--- config.mk ---
export PLATFORM = sky130hd
export DESIGN_NAME = debug_baud_ctrl
export DESIGN_NICKNAME = d
export VERILOG_FILES = /design/src/rtl/debug_baud_ctrl.sv
export SDC_FILE = /design/constraint.sdc
export NUM_CORES = 1
export LEC_CHECK = 0
export BUFFER_PORTS_ARGS = -buffer_cell sky130_fd_sc_hd__buf_2
export CAP_MARGIN = 10
export CELL_PAD_IN_SITES_DETAIL_PLACEMENT = 0
export CELL_PAD_IN_SITES_GLOBAL_PLACEMENT = 1
export CORE_MARGIN = 3
export CORE_UTILIZATION = 40
export CTS_BUF_LIST = sky130_fd_sc_hd__clkbuf_4
export DETAILED_ROUTE_END_ITERATION = 8
export PLACE_DENSITY_LB_ADDON = 0.3
export SLEW_MARGIN = 40
export SYNTH_ARGS = -nofsm -noshare
export SYNTH_HDL_FRONTEND = slang
export SYNTH_SLANG_ARGS = --single-unit
--- constraint.sdc ---
create_clock -name clk -period 3.53 [get_ports clk]
set_input_delay 0.5295 -clock clk [delete_from_list [all_inputs] [get_ports clk]]
set_output_delay 0.5295 -clock clk [all_outputs]
set_load 0.01 [all_outputs]
--- src/rtl/debug_baud_ctrl.sv ---
// Debug auto-baud sequencer: validates the detector divisor, owns the live divisor and baud tick,
// and retrains on framing errors. Optional LOCKED idle timeout under `DEBUG_BAUD_TIMEOUT_EN.
module debug_baud_ctrl #(
  parameter logic [7:0] DEF_DIV   = 8'd26,
  parameter logic [7:0] MIN_DIV   = 8'd2,
  parameter logic [3:0] ERR_LIMIT = 4'd4
`ifdef DEBUG_BAUD_TIMEOUT_EN
  , parameter int unsigned TO_BITS = 16
`endif
) (
  input  logic       clk,
  input  logic       rst,
  input  logic       ab_wr,
  input  logic [7:0] ab_div,
  output logic       ab_clr,
  input  logic       frame_err,
  input  logic       rx_ok,
  input  logic       cfg_wr,
  input  logic [7:0] cfg_div,
  output logic [7:0] baud_div,
  output logic       baud_tick,
  output logic       baud_valid,
  output logic [1:0] state,
  output logic [3:0] err_cnt
);

  typedef enum logic [1:0] {
    S_RESTART = 2'd0,
    S_DETECT  = 2'd1,
    S_LOCKED  = 2'd2,
    S_MANUAL  = 2'd3
  } state_e;

  state_e     state_q, state_d;
  logic [7:0] div_q, div_d;
  logic [7:0] tick_cnt_q, tick_cnt_d;
  logic [3:0] err_q, err_d;
  logic [3:0] err_inc;
  logic       valid;
  logic       tick;

  assign valid   = (state_q == S_LOCKED) || (state_q == S_MANUAL);
  assign tick    = valid && (tick_cnt_q == div_q);
  assign err_inc = (err_q == 4'hf) ? err_q : err_q + 4'd1;

`ifdef DEBUG_BAUD_TIMEOUT_EN
  logic [TO_BITS-1:0] to_cnt_q, to_cnt_d;
  logic               to_expired;

  assign to_expired = &to_cnt_q;
`endif

  always_comb begin
    state_d    = state_q;
    div_d      = div_q;
    err_d      = err_q;
    tick_cnt_d = tick ? 8'd0 : tick_cnt_q + 8'd1;

    case (state_q)
      S_RESTART: state_d = S_DETECT;
      S_DETECT: begin
        if (ab_wr) begin
          if (ab_div >= MIN_DIV) begin
            div_d      = ab_div;
            err_d      = 4'd0;
            tick_cnt_d = 8'd0;
            state_d    = S_LOCKED;
          end else begin
            state_d = S_RESTART;
          end
        end
      end
      S_LOCKED: begin
        if (frame_err) begin
          if (err_inc == ERR_LIMIT) begin
            err_d   = 4'd0;
            state_d = S_RESTART;
          end else begin
            err_d = err_inc;
          end
        end else if (rx_ok) begin
          err_d = 4'd0;
        end
`ifdef DEBUG_BAUD_TIMEOUT_EN
        // A silent line may mean the host switched baud rate.
        if (to_expired) state_d = S_RESTART;
`endif
      end
      S_MANUAL: begin
        if (frame_err)  err_d = err_inc;
        else if (rx_ok) err_d = 4'd0;
      end
      default: state_d = S_RESTART;
    endcase

    // Host writes beat everything else in the same cycle.
    if (cfg_wr) begin
      if (cfg_div != 8'd0) begin
        div_d      = cfg_div;
        tick_cnt_d = 8'd0;
        err_d      = 4'd0;
        state_d    = S_MANUAL;
      end else begin
        state_d = S_RESTART;
      end
    end

    if (!((state_d == S_LOCKED) || (state_d == S_MANUAL))) tick_cnt_d = 8'd0;
  end

`ifdef DEBUG_BAUD_TIMEOUT_EN
  always_comb begin
    to_cnt_d = to_cnt_q;
    if ((state_q != S_LOCKED) || (state_d != S_LOCKED) || rx_ok) to_cnt_d = '0;
    else if (tick)                                                to_cnt_d = to_cnt_q + 1'b1;
  end

  always_ff @(posedge clk or posedge rst) begin
    if (rst) to_cnt_q <= '0;
    else     to_cnt_q <= to_cnt_d;
  end
`endif

  always_ff @(posedge clk or posedge rst) begin
    if (rst) begin
      state_q    <= S_RESTART;
      div_q      <= DEF_DIV;
      tick_cnt_q <= 8'd0;
      err_q      <= 4'd0;
    end else begin
      state_q    <= state_d;
      div_q      <= div_d;
      tick_cnt_q <= tick_cnt_d;
      err_q      <= err_d;
    end
  end

  assign ab_clr     = (state_q == S_RESTART);
  assign baud_div   = div_q;
  assign baud_tick  = tick;
  assign baud_valid = valid;
  assign state      = state_q;
  assign err_cnt    = err_q;

endmodule
== After elaboration in Yosys (flattened, before gate mapping) ==
Index checks and enable logic that the tools add are counted.

* Bits in registers: 22
* Latch bits: 0
* RAM bits: 0
* Memory bits (read-only): 0
* Bits of input ports: 22
* Output and inout port bits: 17
* Logic and storage cells: 49
* Memories: 0

* Add/sub/neg operators: 2
* Multipliers: 0
* Div/mod/pow operators: 0
* Magnitude comparators: 1
* Eq/ne operators: 8
* Shift operators: 0
* Muxes and demuxes: 29
* Bitwise logic cells: 0
* Reductions and logical operators: 5

{| class="wikitable"
|+ Operators with widths
! kind !! count
|-
| $mux W8 || 12
|-
| $mux W4 || 9
|-
| $mux W2 || 6
|-
| $pmux W4 S3 || 1
|-
| $add A8 B1 Y8 const B || 1
|-
| $eq A2 B2 Y1 const B || 4
|-
| $eq A8 B8 Y1 || 1
|-
| $ge A8 B2 Y1 const B || 1
|-
| $reduce_bool A8 Y1 || 1
|-
| $pmux W2 S3 || 1
|-
| $add A4 B1 Y4 const B || 1
|-
| $eq A4 B3 Y1 const B || 1
|-
| $eq A4 B4 Y1 const B || 1
|-
| $eq A2 B1 Y1 const B || 1
|-
| $logic_not A2 Y1 || 1
|-
| $logic_or A1 B1 Y1 || 2
|-
| $logic_and A1 B1 Y1 || 1
|}

== Longest topological paths before layout ==
* Word-level depth: 10
* Mapped depth: 7
* Depth with buffers taken out: 5

== Worst setup path before layout ==
OpenSTA, ideal clock, no wires.

* Kind: reg-to-output
* Start point: reg div_q[3], in the netlist baud_div[3]
* End point: out baud_tick
* Arrival time: 1.460 ns
* Required time: 3.000 ns
* Setup slack: 1.541 ns
* Cell stages (with the launch flop): 4
* Buffers on the path: 0
* Cells stage by stage: dfstp_2 -> xnor2_1 -> nand3_1 -> nor4_2

* Word-level cells in the longest chain between the ends: 2

{| class="wikitable"
|+ RTL lines
! element !! line !! RTL
|-
| start: declaration || 35 || <nowiki>logic [7:0] div_q, div_d;</nowiki>
|-
| start signal: assignment || 132 || <nowiki>div_q <= div_d;</nowiki>
|-
| $eq A8 B8 Y1 || 43 || <nowiki>assign tick = valid && (tick_cnt_q == div_q);</nowiki>
|-
| $logic_and A1 B1 Y1 || 43 ||
|-
| end: declaration || 21 || <nowiki>output logic baud_tick,</nowiki>
|}

No other way between the ends.

== Worst setup path after layout ==
* Start point: reg state_q[1], in the netlist state[1]
* End point: out baud_tick

* Word-level cells in the longest chain between the ends: 3
* Elaborated cells between the ends (all ways): 4
* Those cells by class: 2 x eq/ne; 2 x reduce/logical

{| class="wikitable"
|+ RTL lines
! element !! line !! RTL
|-
| start: declaration || 34 || <nowiki>state_e state_q, state_d;</nowiki>
|-
| start signal: assignment || 131 || <nowiki>state_q <= state_d;</nowiki>
|-
| $eq A2 B2 Y1 || 42 || <nowiki>assign valid = (state_q == S_LOCKED) || (state_q == S_MANUAL);</nowiki>
|-
| $logic_or A1 B1 Y1 (*) || 42 ||
|-
| $logic_and A1 B1 Y1 (*) || 43 ||
|}

Mark *: on every way between the ends. The rest lies on a longest branch, timed or not.

==> results.md <==
* WS Path Type: flip-flop to output pin
* WP data arrival at 1780 ps
* IO Pins at 39
* Worst reg2reg endpoint: state[1]
* Max Fclk at 434 MHz
* Final Hold Viols at 0
* Port Buffer Count at 38
* Die area at 4050 sq um
* Clk slew on worst S/H paths at 130 ps
* Synthesis Warnings at 0
* Critical Path RT at 3000 ps
* Vias per cell at 5.60
* Placed instance count at 204
* GP Congestion at 0.816
* Layout cells sized above 1 at 0.335
* Commonest cells after routing, fill and taps aside: 38 x buf_2, 19 x dfrtp_1, 10 x xnor2_1
* Total power at 0.515 mW
* Reg2reg start: err_cnt[1]
* Area of the multi-input gates at 712 sq um
* Critical Path Sink Type: output pin
* Count of different cell masters after synthesis at 44
* Initial core utilization at 0.429
* Final min period at 2300 ps
* Final setup fails at 0
* Post-route setup slack at 1230 ps
* Largest net degree at the start of global routing at 23
* Slew @ Worst Pin at 531 ps
* Routed vias at 1165
* Num CTS Buffers at 3
* Total global-route track usage at 0.172
* Syn Std Cell Area at 1330 sq um
* Synthesized instance count at 129
* Crit path max-delay family: flip-flops
* Site row count at 20
* Slowest CP cell: dfrtp_1
* NumNets Final at 189
* Initial antenna violation count at 0
* Worst path max stage delay at 600 ps
* Final non-filler cell total at 208
* Seq cells post-synth at 22
* Setup_tns at 0 ps
* Clk sink count at 22
* Post-Syn Nets at 153
* R2r setup slk at 1400 ps
* Cells on worst reg2reg path at 5
* Outcome: complete, no violations
* Hold_ws at 201 ps
* Root Buffer: clkbuf_4
* H-tree level count at 1
* Total of max-cap violations at 0
* Core area at 3100 sq um
* Buffers & Inverters on Critical Path at 3
* Asr flop ratio synth at 1.00
* Sequential area share after synthesis at 0.417
* Critical-path cell list: inv_1 -> nor4_2 -> buf_4 -> buf_2
* Total wire length at 3170 microns
* Post CTS Setup Buffer Count at 0
* Cts repair resizes at 0
* PD cells at 330 nW/um^2
* 1st-iter DRT viols at 52
* Syn avg cell area at 10.3 sq um
* Setup WS pre-CTS at 1360 ps
* Crit share post-route at 0.653
* Register area at 554 sq um
* # diodes at 0
* Routed length per instance at 15.2 microns
* Relative slew margins at 0.645
* Vias in the first global route at 1130
* Fill cell count at 318
* Die W at 63.7 microns
* CTS tree: done
* Hpwl dp at 2500 microns
* Lkg Pwr at 0.715 nW
* EDFF count, synth at 0
* Residual DRC count at 0
* Prevailing post-synth register cell: dfrtp_1
* Hold Crit Class: input port to async pin
* VDD IR max at 128 uV
* First-pass GRT wire length at 5510 microns
* Most common cell after layout, fill and taps aside: buf_2
* Clock Latency Late Sink at 320 ps
* Post-DRT Antenna Nets at 0
* Crit-path max FO at 11
* Slew Viols, Final at 0
* Clock skew at 19.7 ps
* Grt ovf at 0
* RSZ-0062 raised after global routing: no
* Die Ht at 63.7 microns
* Pre-antenna DRT Iters at 4
* Deepest clock path buffer count at 2
* Crit path launch type: flip-flop
* Area Growth Syn to Fin at 17.3%
* Post-CTS Hold Buffers at 0
==> through the flow <==
step                instance area [sq um]  utilization
global placement                     1530        0.494
global route                         1560        0.503
detailed placement                   1530        0.494
CTS                                  1560        0.503
finish                               1560        0.503
floorplan                            1330            -
==> flip-flops by register name, indices dropped and copies added (netlist names) <==
signal / count
err_cnt: 4
baud_div: 8
state: 2
tick_cnt_q: 8
==> how the worst max path moves through the flow <==
stage | depth (start not counted) | startpoint | end
2_1_floorplan | 3 | baud_div[3] | baud_tick
3_3_place_gp | 5 | cfg_div[0] | baud_div[7]
3_5_place_dp | 5 | cfg_div[0] | baud_div[5]
4_1_cts | 4 | state[1] | baud_tick
5_1_grt | 4 | state[1] | baud_tick
6_report | 4 | state[1] | baud_tick
==> layer usage <==
layer / wire, microns / GRT usage / up-vias
met2: 1470 / 0.271 / 38
met4: 57 / 0.0728 / 0
met1: 1480 / 0.235 / 560
met3: 159 / 0.0232 / 4
met5: 0 / 0 / -
li1: - / - / 563
==> cells by family (layout without fill, tap and decap cells) <==
group	count (synthesis)	in the layout	share of synthesized area
and+or+nand+nor	46	46	0.223
AOI/OAI and AO/OA	30	30	0.180
DFF	22	22	0.417
xor gates and xnor gates	15	15	0.0988
buffers and inverters	12	47	0.0480
adders and majority gates	2	2	0.0188
muxes	2	2	0.0151
==> layout make-up <==
| type | instances | area share |
|---|---|---|
| Multi-Input combinational cell | 95 | 0.456 |
| Sequential cell | 22 | 0.355 |
| Timing Repair Buffer | 39 | 0.127 |
| Tap cell | 44 | 0.0353 |
| Clock buffer | 3 | 0.0144 |
| Inverter | 4 | 0.00962 |
| Clock inverter | 1 | 0.00241 |
==> cells in the mapped netlist, types with 3 or more instances <==
cell | n | area, sq um
xor2_1 | 5 | 43.8
dfstp_2 | 3 | 78.8
nor3_1 | 6 | 30.0
and3_1 | 9 | 56.3
xnor2_1 | 10 | 87.6
inv_1 | 4 | 15.0
dfrtp_1 | 19 | 475
nand3_1 | 4 | 20.0
a221o_1 | 7 | 70.1
nand2_1 | 5 | 18.8
nand4_1 | 4 | 25.0
buf_2 | 3 | 15.0
o21ai_0 | 5 | 25.0
==> report_power, final <==
| part | switching (mW) | internal (mW) |
|---|---|---|
| Combinational | 0.0567 | 0.0496 |
| Sequential | 0.0209 | 0.270 |
| Clock | 0.0760 | 0.0413 |
| Total | 0.154 | 0.361 |
No activity file was read; power rests on OpenSTA's default activity.
